### src/rtl/wshb_arbiter_prio_if.sv
// Wishbone bus bundle shared by the arbiter ports and the bench.
// master drives the request fields; slave returns ack/err/rty/dat_sm.
interface wshb_if #(
   parameter int DW = 32,
   parameter int AW = 32
);
   logic            cyc;
   logic            stb;
   logic            we;
   logic [AW-1:0]   adr;
   logic [DW/8-1:0] sel;
   logic [2:0]      cti;
   logic [1:0]      bte;
   logic [DW-1:0]   dat_ms;
   logic [DW-1:0]   dat_sm;
   logic            ack;
   logic            err;
   logic            rty;

   modport master (
      output cyc, stb, we, adr, sel, cti, bte, dat_ms,
      input  ack, err, rty, dat_sm
   );

   modport slave (
      input  cyc, stb, we, adr, sel, cti, bte, dat_ms,
      output ack, err, rty, dat_sm
   );
endinterface

### src/rtl/wshb_arbiter_prio.sv
// Two-master Wishbone arbiter in front of the SDRAM controller.
// The VGA reader has priority; the pattern generator (mire) is bounded by
// an ack quota and is only preempted on a transfer boundary, so SDRAM
// bursts are never cut. Every owner change passes through IDLE, giving one
// dead cycle with sdram cyc low to close the previous Wishbone cycle.
module wshb_arbiter_prio #(
   parameter int MIRE_QUANTUM = 16,
   parameter int CNT_W        = 8
) (
   input  logic   clk,
   input  logic   rst,
   wshb_if.slave  wshb_ifs_vga,
   wshb_if.slave  wshb_ifs_mire,
   wshb_if.master wshb_ifm_sdram,
   input  logic   vga_urgent,
   output logic   grant_vga,
   output logic   grant_mire
);

   typedef enum logic [1:0] {
      ST_IDLE = 2'd0,
      ST_VGA  = 2'd1,
      ST_MIRE = 2'd2
   } owner_t;

   // Quantum at counter width (saturation value) and one bit wider, so the
   // "counter + 1" comparison cannot wrap when the quantum is near 2**CNT_W.
   localparam logic [CNT_W-1:0] QUANTUM_C = CNT_W'(MIRE_QUANTUM);
   localparam logic [CNT_W:0]   QUANTUM_W = (CNT_W+1)'(MIRE_QUANTUM);

   owner_t           owner_q;
   logic [CNT_W-1:0] quota_q;
   logic             grant_vga_q;
   logic             grant_mire_q;

   logic             mire_term;
   logic             mire_last_beat;
   logic             mire_boundary;
   logic             quota_spent;
   logic             mire_preempt;

   // Preemption decision: only when a mire transfer completes on a
   // classic cycle or the last beat of a burst, never mid-burst.
   always_comb begin
      mire_term      = wshb_ifm_sdram.ack | wshb_ifm_sdram.err | wshb_ifm_sdram.rty;
      mire_last_beat = (wshb_ifs_mire.cti == 3'b000) || (wshb_ifs_mire.cti == 3'b111);
      mire_boundary  = mire_term && mire_last_beat;
      quota_spent    = (({1'b0, quota_q} + (CNT_W+1)'(1)) >= QUANTUM_W);
      mire_preempt   = mire_boundary && wshb_ifs_vga.cyc && (quota_spent || vga_urgent);
   end

   // Owner FSM with registered grant decode; async reset drops the owner
   // straight to IDLE so the SDRAM side releases cyc/stb without a clock.
   always_ff @(posedge clk or posedge rst) begin
      if (rst) begin
         owner_q      <= ST_IDLE;
         quota_q      <= '0;
         grant_vga_q  <= 1'b0;
         grant_mire_q <= 1'b0;
      end else begin
         case (owner_q)
            ST_IDLE: begin
               if (wshb_ifs_vga.cyc) begin
                  owner_q      <= ST_VGA;
                  grant_vga_q  <= 1'b1;
                  grant_mire_q <= 1'b0;
               end else if (wshb_ifs_mire.cyc) begin
                  owner_q      <= ST_MIRE;
                  grant_vga_q  <= 1'b0;
                  grant_mire_q <= 1'b1;
                  quota_q      <= '0;
               end
            end
            ST_VGA: begin
               if (!wshb_ifs_vga.cyc) begin
                  owner_q     <= ST_IDLE;
                  grant_vga_q <= 1'b0;
               end
            end
            ST_MIRE: begin
               if (wshb_ifm_sdram.ack && (quota_q != QUANTUM_C)) begin
                  quota_q <= quota_q + CNT_W'(1);
               end
               if (!wshb_ifs_mire.cyc || mire_preempt) begin
                  owner_q      <= ST_IDLE;
                  grant_mire_q <= 1'b0;
               end
            end
            default: begin
               owner_q      <= ST_IDLE;
               grant_vga_q  <= 1'b0;
               grant_mire_q <= 1'b0;
            end
         endcase
      end
   end

   assign grant_vga  = grant_vga_q;
   assign grant_mire = grant_mire_q;

   // Bus mux driven from the owner register: the owner's request goes to
   // the SDRAM, responses go back only to the owner, everything else is 0.
   always_comb begin
      wshb_ifm_sdram.cyc    = 1'b0;
      wshb_ifm_sdram.stb    = 1'b0;
      wshb_ifm_sdram.we     = 1'b0;
      wshb_ifm_sdram.adr    = '0;
      wshb_ifm_sdram.sel    = '0;
      wshb_ifm_sdram.cti    = '0;
      wshb_ifm_sdram.bte    = '0;
      wshb_ifm_sdram.dat_ms = '0;
      wshb_ifs_vga.ack      = 1'b0;
      wshb_ifs_vga.err      = 1'b0;
      wshb_ifs_vga.rty      = 1'b0;
      wshb_ifs_vga.dat_sm   = '0;
      wshb_ifs_mire.ack     = 1'b0;
      wshb_ifs_mire.err     = 1'b0;
      wshb_ifs_mire.rty     = 1'b0;
      wshb_ifs_mire.dat_sm  = '0;
      case (owner_q)
         ST_VGA: begin
            wshb_ifm_sdram.cyc    = wshb_ifs_vga.cyc;
            wshb_ifm_sdram.stb    = wshb_ifs_vga.stb;
            wshb_ifm_sdram.we     = wshb_ifs_vga.we;
            wshb_ifm_sdram.adr    = wshb_ifs_vga.adr;
            wshb_ifm_sdram.sel    = wshb_ifs_vga.sel;
            wshb_ifm_sdram.cti    = wshb_ifs_vga.cti;
            wshb_ifm_sdram.bte    = wshb_ifs_vga.bte;
            wshb_ifm_sdram.dat_ms = wshb_ifs_vga.dat_ms;
            wshb_ifs_vga.ack      = wshb_ifm_sdram.ack;
            wshb_ifs_vga.err      = wshb_ifm_sdram.err;
            wshb_ifs_vga.rty      = wshb_ifm_sdram.rty;
            wshb_ifs_vga.dat_sm   = wshb_ifm_sdram.dat_sm;
         end
         ST_MIRE: begin
            wshb_ifm_sdram.cyc    = wshb_ifs_mire.cyc;
            wshb_ifm_sdram.stb    = wshb_ifs_mire.stb;
            wshb_ifm_sdram.we     = wshb_ifs_mire.we;
            wshb_ifm_sdram.adr    = wshb_ifs_mire.adr;
            wshb_ifm_sdram.sel    = wshb_ifs_mire.sel;
            wshb_ifm_sdram.cti    = wshb_ifs_mire.cti;
            wshb_ifm_sdram.bte    = wshb_ifs_mire.bte;
            wshb_ifm_sdram.dat_ms = wshb_ifs_mire.dat_ms;
            wshb_ifs_mire.ack     = wshb_ifm_sdram.ack;
            wshb_ifs_mire.err     = wshb_ifm_sdram.err;
            wshb_ifs_mire.rty     = wshb_ifm_sdram.rty;
            wshb_ifs_mire.dat_sm  = wshb_ifm_sdram.dat_sm;
         end
         default: begin
         end
      endcase
   end

endmodule
### src/flat_wrapper.sv
// flat-port wrapper written by rule: the top's interface ports become plain ports
module wshb_arbiter_prio_flat 
#(
   parameter int MIRE_QUANTUM = 16,
   parameter int CNT_W        = 8
)
  (clk, rst, vga_urgent, grant_vga, grant_mire, wshb_ifs_vga_cyc, wshb_ifs_vga_stb, wshb_ifs_vga_we, wshb_ifs_vga_adr, wshb_ifs_vga_sel, wshb_ifs_vga_cti, wshb_ifs_vga_bte, wshb_ifs_vga_dat_ms, wshb_ifs_vga_ack, wshb_ifs_vga_err, wshb_ifs_vga_rty, wshb_ifs_vga_dat_sm, wshb_ifs_mire_cyc, wshb_ifs_mire_stb, wshb_ifs_mire_we, wshb_ifs_mire_adr, wshb_ifs_mire_sel, wshb_ifs_mire_cti, wshb_ifs_mire_bte, wshb_ifs_mire_dat_ms, wshb_ifs_mire_ack, wshb_ifs_mire_err, wshb_ifs_mire_rty, wshb_ifs_mire_dat_sm, wshb_ifm_sdram_cyc, wshb_ifm_sdram_stb, wshb_ifm_sdram_we, wshb_ifm_sdram_adr, wshb_ifm_sdram_sel, wshb_ifm_sdram_cti, wshb_ifm_sdram_bte, wshb_ifm_sdram_dat_ms, wshb_ifm_sdram_ack, wshb_ifm_sdram_err, wshb_ifm_sdram_rty, wshb_ifm_sdram_dat_sm);
  wshb_if wshb_ifs_vga_i ();
  wshb_if wshb_ifs_mire_i ();
  wshb_if wshb_ifm_sdram_i ();
  input  logic clk;
  input  logic rst;
  input  logic vga_urgent;
  output logic grant_vga;
  output logic grant_mire;
  input wire logic [$bits(wshb_ifs_vga_i.cyc)-1:0] wshb_ifs_vga_cyc;
  input wire logic [$bits(wshb_ifs_vga_i.stb)-1:0] wshb_ifs_vga_stb;
  input wire logic [$bits(wshb_ifs_vga_i.we)-1:0] wshb_ifs_vga_we;
  input wire logic [$bits(wshb_ifs_vga_i.adr)-1:0] wshb_ifs_vga_adr;
  input wire logic [$bits(wshb_ifs_vga_i.sel)-1:0] wshb_ifs_vga_sel;
  input wire logic [$bits(wshb_ifs_vga_i.cti)-1:0] wshb_ifs_vga_cti;
  input wire logic [$bits(wshb_ifs_vga_i.bte)-1:0] wshb_ifs_vga_bte;
  input wire logic [$bits(wshb_ifs_vga_i.dat_ms)-1:0] wshb_ifs_vga_dat_ms;
  output wire logic [$bits(wshb_ifs_vga_i.ack)-1:0] wshb_ifs_vga_ack;
  output wire logic [$bits(wshb_ifs_vga_i.err)-1:0] wshb_ifs_vga_err;
  output wire logic [$bits(wshb_ifs_vga_i.rty)-1:0] wshb_ifs_vga_rty;
  output wire logic [$bits(wshb_ifs_vga_i.dat_sm)-1:0] wshb_ifs_vga_dat_sm;
  input wire logic [$bits(wshb_ifs_mire_i.cyc)-1:0] wshb_ifs_mire_cyc;
  input wire logic [$bits(wshb_ifs_mire_i.stb)-1:0] wshb_ifs_mire_stb;
  input wire logic [$bits(wshb_ifs_mire_i.we)-1:0] wshb_ifs_mire_we;
  input wire logic [$bits(wshb_ifs_mire_i.adr)-1:0] wshb_ifs_mire_adr;
  input wire logic [$bits(wshb_ifs_mire_i.sel)-1:0] wshb_ifs_mire_sel;
  input wire logic [$bits(wshb_ifs_mire_i.cti)-1:0] wshb_ifs_mire_cti;
  input wire logic [$bits(wshb_ifs_mire_i.bte)-1:0] wshb_ifs_mire_bte;
  input wire logic [$bits(wshb_ifs_mire_i.dat_ms)-1:0] wshb_ifs_mire_dat_ms;
  output wire logic [$bits(wshb_ifs_mire_i.ack)-1:0] wshb_ifs_mire_ack;
  output wire logic [$bits(wshb_ifs_mire_i.err)-1:0] wshb_ifs_mire_err;
  output wire logic [$bits(wshb_ifs_mire_i.rty)-1:0] wshb_ifs_mire_rty;
  output wire logic [$bits(wshb_ifs_mire_i.dat_sm)-1:0] wshb_ifs_mire_dat_sm;
  output wire logic [$bits(wshb_ifm_sdram_i.cyc)-1:0] wshb_ifm_sdram_cyc;
  output wire logic [$bits(wshb_ifm_sdram_i.stb)-1:0] wshb_ifm_sdram_stb;
  output wire logic [$bits(wshb_ifm_sdram_i.we)-1:0] wshb_ifm_sdram_we;
  output wire logic [$bits(wshb_ifm_sdram_i.adr)-1:0] wshb_ifm_sdram_adr;
  output wire logic [$bits(wshb_ifm_sdram_i.sel)-1:0] wshb_ifm_sdram_sel;
  output wire logic [$bits(wshb_ifm_sdram_i.cti)-1:0] wshb_ifm_sdram_cti;
  output wire logic [$bits(wshb_ifm_sdram_i.bte)-1:0] wshb_ifm_sdram_bte;
  output wire logic [$bits(wshb_ifm_sdram_i.dat_ms)-1:0] wshb_ifm_sdram_dat_ms;
  input wire logic [$bits(wshb_ifm_sdram_i.ack)-1:0] wshb_ifm_sdram_ack;
  input wire logic [$bits(wshb_ifm_sdram_i.err)-1:0] wshb_ifm_sdram_err;
  input wire logic [$bits(wshb_ifm_sdram_i.rty)-1:0] wshb_ifm_sdram_rty;
  input wire logic [$bits(wshb_ifm_sdram_i.dat_sm)-1:0] wshb_ifm_sdram_dat_sm;
  assign wshb_ifs_vga_i.cyc = wshb_ifs_vga_cyc;
  assign wshb_ifs_vga_i.stb = wshb_ifs_vga_stb;
  assign wshb_ifs_vga_i.we = wshb_ifs_vga_we;
  assign wshb_ifs_vga_i.adr = wshb_ifs_vga_adr;
  assign wshb_ifs_vga_i.sel = wshb_ifs_vga_sel;
  assign wshb_ifs_vga_i.cti = wshb_ifs_vga_cti;
  assign wshb_ifs_vga_i.bte = wshb_ifs_vga_bte;
  assign wshb_ifs_vga_i.dat_ms = wshb_ifs_vga_dat_ms;
  assign wshb_ifs_vga_ack = wshb_ifs_vga_i.ack;
  assign wshb_ifs_vga_err = wshb_ifs_vga_i.err;
  assign wshb_ifs_vga_rty = wshb_ifs_vga_i.rty;
  assign wshb_ifs_vga_dat_sm = wshb_ifs_vga_i.dat_sm;
  assign wshb_ifs_mire_i.cyc = wshb_ifs_mire_cyc;
  assign wshb_ifs_mire_i.stb = wshb_ifs_mire_stb;
  assign wshb_ifs_mire_i.we = wshb_ifs_mire_we;
  assign wshb_ifs_mire_i.adr = wshb_ifs_mire_adr;
  assign wshb_ifs_mire_i.sel = wshb_ifs_mire_sel;
  assign wshb_ifs_mire_i.cti = wshb_ifs_mire_cti;
  assign wshb_ifs_mire_i.bte = wshb_ifs_mire_bte;
  assign wshb_ifs_mire_i.dat_ms = wshb_ifs_mire_dat_ms;
  assign wshb_ifs_mire_ack = wshb_ifs_mire_i.ack;
  assign wshb_ifs_mire_err = wshb_ifs_mire_i.err;
  assign wshb_ifs_mire_rty = wshb_ifs_mire_i.rty;
  assign wshb_ifs_mire_dat_sm = wshb_ifs_mire_i.dat_sm;
  assign wshb_ifm_sdram_cyc = wshb_ifm_sdram_i.cyc;
  assign wshb_ifm_sdram_stb = wshb_ifm_sdram_i.stb;
  assign wshb_ifm_sdram_we = wshb_ifm_sdram_i.we;
  assign wshb_ifm_sdram_adr = wshb_ifm_sdram_i.adr;
  assign wshb_ifm_sdram_sel = wshb_ifm_sdram_i.sel;
  assign wshb_ifm_sdram_cti = wshb_ifm_sdram_i.cti;
  assign wshb_ifm_sdram_bte = wshb_ifm_sdram_i.bte;
  assign wshb_ifm_sdram_dat_ms = wshb_ifm_sdram_i.dat_ms;
  assign wshb_ifm_sdram_i.ack = wshb_ifm_sdram_ack;
  assign wshb_ifm_sdram_i.err = wshb_ifm_sdram_err;
  assign wshb_ifm_sdram_i.rty = wshb_ifm_sdram_rty;
  assign wshb_ifm_sdram_i.dat_sm = wshb_ifm_sdram_dat_sm;
  wshb_arbiter_prio #(.MIRE_QUANTUM(MIRE_QUANTUM), .CNT_W(CNT_W)) u_core (.clk(clk), .rst(rst), .wshb_ifs_vga(wshb_ifs_vga_i), .wshb_ifs_mire(wshb_ifs_mire_i), .wshb_ifm_sdram(wshb_ifm_sdram_i), .vga_urgent(vga_urgent), .grant_vga(grant_vga), .grant_mire(grant_mire));
endmodule
### config.mk
export PLATFORM = sky130hd
export DESIGN_NAME = wshb_arbiter_prio_flat
export DESIGN_NICKNAME = d
export VERILOG_FILES = /design/src/rtl/wshb_arbiter_prio_if.sv /design/src/rtl/wshb_arbiter_prio.sv /design/src/flat_wrapper.sv
export SDC_FILE = /design/constraint.sdc
export NUM_CORES = 1
export LEC_CHECK = 0
export ABC_AREA = 0
export ABC_CLOCK_PERIOD_IN_PS = 2200
export CORE_AREA = 2 2 131 133
export DETAILED_ROUTE_END_ITERATION = 12
export DIE_AREA = 0 0 133 135
export DONT_BUFFER_PORTS = 1
export SKIP_CTS_REPAIR_TIMING = 1
export SYNTH_ARGS = -nofsm -noshare
export SYNTH_HDL_FRONTEND = slang
export SYNTH_SLANG_ARGS = --single-unit
### constraint.sdc
create_clock -name clk -period 2.2 [get_ports clk]
set_clock_uncertainty 0.1 [all_clocks]
set_input_delay 0.44 -clock clk [delete_from_list [all_inputs] [get_ports clk]]
set_output_delay 0.44 -clock clk [all_outputs]
set_load 0.01 [all_outputs]
==> impl_metrics.py <==
metrics = {
    "power_and_ir_drop": {
        "switching_power_w": 0.00224,
        "power_density_mw_per_mm2": 1420,
        "combPwrFrac": 0.854,
        "pwr-share-clk": 0.076,
        "ir_drop_v": 0.000509,
        "p_int_w": 0.00214,
        "p_sw_frac": 0.511,
        "p_seq_frac": 0.070,
        "leakagePower_nw": 1.02,
    },
    "place": {
        "dp.final_hpwl_um": 8400,
        "post_dp_cell_area_mm2": 0.00281,
        "finalWeightedCongestion": 0.906,
        "pre_cts_slack_ns": 0.101,
        "port_buffers": 0,
        "dp.cells": 556,
    },
    "detailed_routing": {
        "wl_um": 11100,
        "route.detailed.drc": 0,
        "drtIter0Drc": 262,
        "vias": 2745,
        "drt_first_pass_iters": 5,
        "wire_per_inst_um": 19.5,
        "antenna_left": 0,
        "viasPerCell": 4.84,
    },
    "timing": {
        "slew_violations": 0,
        "tightestPinTransition_ns": 0.472,
        "hold_viol": 2,
        "worst_hold_slack_ns": -0.0000759,
        "setup_slack_ns": 0.0353,
        "max_slew_margin": 0.685,
        "setup_viol": 0,
        "final.min_clock_period_ns": 2.16,
        "rsz0062_at_grt": "true",
        "clock.fmax_ghz": 0.462,
        "period_share": 0.984,
    },
    "worst_setup_path": {
        "critical-path-top-delay-family": "buffers and inverters",
        "path_cells": "buf_4 > ha_4 > buf_12 > a22oi_1 > nor2b_1 > buf_4",
        "slowest_stage": "dfrtp_1",
        "cp.arrival_ns": 1.62,
        "start_kind": "flop",
        "critPathMaxFanout": 24,
        "critPathCaptureType": "output port",
        "crit_top_cell": "buf_4",
        "max_stage_delay_ns": 0.39,
        "critPathRequiredTime_ns": 1.66,
        "path_buf_inv": 3,
        "critPathKind": "reg -> out",
    },
    "grt": {
        "grt_pass1_wl_um": 13400,
        "antenna_found_initial": 1,
        "grt_usage": 0.0953,
        "grt_pass1_vias": 2266,
        "grt_start_max_net_pins": 73,
        "grt_overflow": 0,
    },
    "cells_and_area": {
        "finalNetCount": 543,
        "layout-drive-gt1-share": 0.171,
        "final_cells": 567,
        "final_area_mm2": 0.00309,
        "final_common_cell": "a22oi_1",
        "final_cell_mix": "a22oi_1 (73), and2_1 (69), nor2b_1 (63), buf_4 (17), nor2b_2 (14)",
        "area_delta_synth_final_pct": 25.4,
        "fill_cells": 1807,
    },
    "synthesis": {
        "ys_seq_area_frac": 0.122,
        "syn_area_mm2": 0.00246,
        "avgSynthCellArea_um2": 6.97,
        "synth_seq_cells": 12,
        "yosysWarnings": 0,
        "synth_cells": 353,
        "yosys.cell_types.count": 39,
        "synth_nets": 548,
    },
    "floorplanning": {
        "core.rowCount": 47,
        "die_area_mm2": 0.0180,
        "core-area_mm2": 0.0164,
        "die-width_um": 133,
        "initial_core_util": 0.150,
        "num_io_pins": 338,
        "dieHeight_um": 135,
    },
    "worst_hold_path": {
        "hp-class": "in -> async",
    },
    "cts": {
        "cts_tree": "built",
        "clockBufferDepth": 2,
        "cts_buffers": 3,
        "cts_max_level": 1,
        "clk_pin_slew_worst_paths_ns": 0.05,
        "cts-root-buf": "clkbuf_16",
        "cts.sinks": 12,
        "worstSkewPairLatency_ns": 0.24,
    },
    "run_status": {
        "status": "finished with violations",
        "violations": "negative hold slack",
    },
    "job": {
        "maxCapViolations": 0,
    },
}
synthesized netlist by cell type (all sizes together):
cell     instances  area, um2
o221ai           1       8.76
nor3             1       5.00
mux2i            3       30.0
and3             3       25.0
a21oi            1       5.00
o31ai            5       37.5
o31a             1       8.76
a311o            1       10.0
a2bb2oi          1       8.76
nor4b            1       8.76
and2            69        432
a21boi           1       7.51
a22oi           75        563
xnor2            1       8.76
o22ai            1       6.26
nor4             3       18.8
nor2             5       18.8
o211a            1       10.0
a2111oi          1       15.0
dfrtp           12        300
o21ai           11       58.8
nand3            6       30.0
buf              5       46.3
inv             10       37.5
nand3b           1       7.51
clkbuf          33        125
nor2b           77        482
nor3b            1       7.51
or3              1       6.26
ha               5       62.6
nand2           12       45.0
a31oi            4       25.0
layout make-up:
| type | instances | area [um2] | area share |
|---|---|---|---|
| Timing Repair Buffer | 28 | 349 | 0.113 |
| Antenna cell | 1 | 2.50 | 0.000811 |
| Clock buffer | 3 | 75.1 | 0.0243 |
| Multi-Input combinational cell | 293 | 2050 | 0.663 |
| Inverter | 10 | 37.5 | 0.0122 |
| Tap cell | 220 | 275 | 0.0892 |
| Sequential cell | 12 | 300 | 0.0973 |
power by group through the flow:
stage                     registers (W)  logic (W)  clock network, W
final                          0.000306    0.00374          0.000333
after CTS                      0.000304    0.00323          0.000334
after detailed placement       0.000306    0.00321                 0
after floorplan                0.000293    0.00244                 0
after global routing           0.000310    0.00402          0.000354
after global placement         0.000304    0.00319                 0
state kept, by name (all words and copies together) (netlist names):
name / flops
u_core.grant_mire: 1
u_core.grant_vga: 1
u_core.owner_q: 2
u_core.quota_q: 8
cell families after synthesis:
logic type               Yosys count  share of synthesized area
adder cells (fa/ha/maj)            5                     0.0254
multiplexers                       3                     0.0122
AND/OR/NAND/NOR                  180                      0.441
AO/OA/AOI/OAI                    104                      0.311
XOR/XNOR                           1                    0.00356
buffers and inverters             48                     0.0849
flip-flops                        12                      0.122
layer usage:
| layer | global-route usage | vias to the layer above | routed length (um) |
|---|---|---|---|
| li1 | - | 1228 | - |
| met1 | 0.137 | 1334 | 4810 |
| met2 | 0.147 | 167 | 5270 |
| met3 | 0.0150 | 16 | 722 |
| met4 | 0.0263 | 0 | 280 |
| met5 | 0 | - | 0 |
final timing paths:
check | start | endpoint | depth (start not counted) | slack [ns]
setup / recovery | u_core.owner_q[0] | wshb_ifm_sdram_adr[0] | 6 | 0.04
hold / removal | rst | u_core.quota_q[0] | 1 | -0.00008
setup reg to reg | u_core.quota_q[0] | u_core.owner_q[0] | 6 | 0.07
hold reg to reg | u_core.quota_q[6] | u_core.quota_q[6] | 1 | 0.43
max in group asynchronous | rst | u_core.owner_q[0] | 1 | 1.67
min in group clk | wshb_ifs_vga_cyc | u_core.owner_q[0] | 1 | 0.27
metrics by stage:
step | hold WS (ns) | TNS, ns | total power (W) | utilization
after detailed placement | 0.279 | 0 | 0.00352 | 0.171
after global routing | 0.0472 | -0.0779 | 0.00468 | 0.188
after global placement | 0.283 | 0 | 0.00349 | 0.171
after CTS | 0.0284 | -0.734 | 0.00387 | 0.176
final | -0.0000759 | 0 | 0.00438 | 0.188
after floorplan | 0.205 | 0 | 0.00273 | -
worst reg2reg max path: stages, from the launching register on:
cell and delay [ns]:
dfrtp_1 0.42, ha_1 0.29, and3_2 0.27, xnor2_1 0.13, o211a_1 0.18, o31a_1 0.31, a311o_1 0.31
No activity file was read; power rests on OpenSTA's default activity.
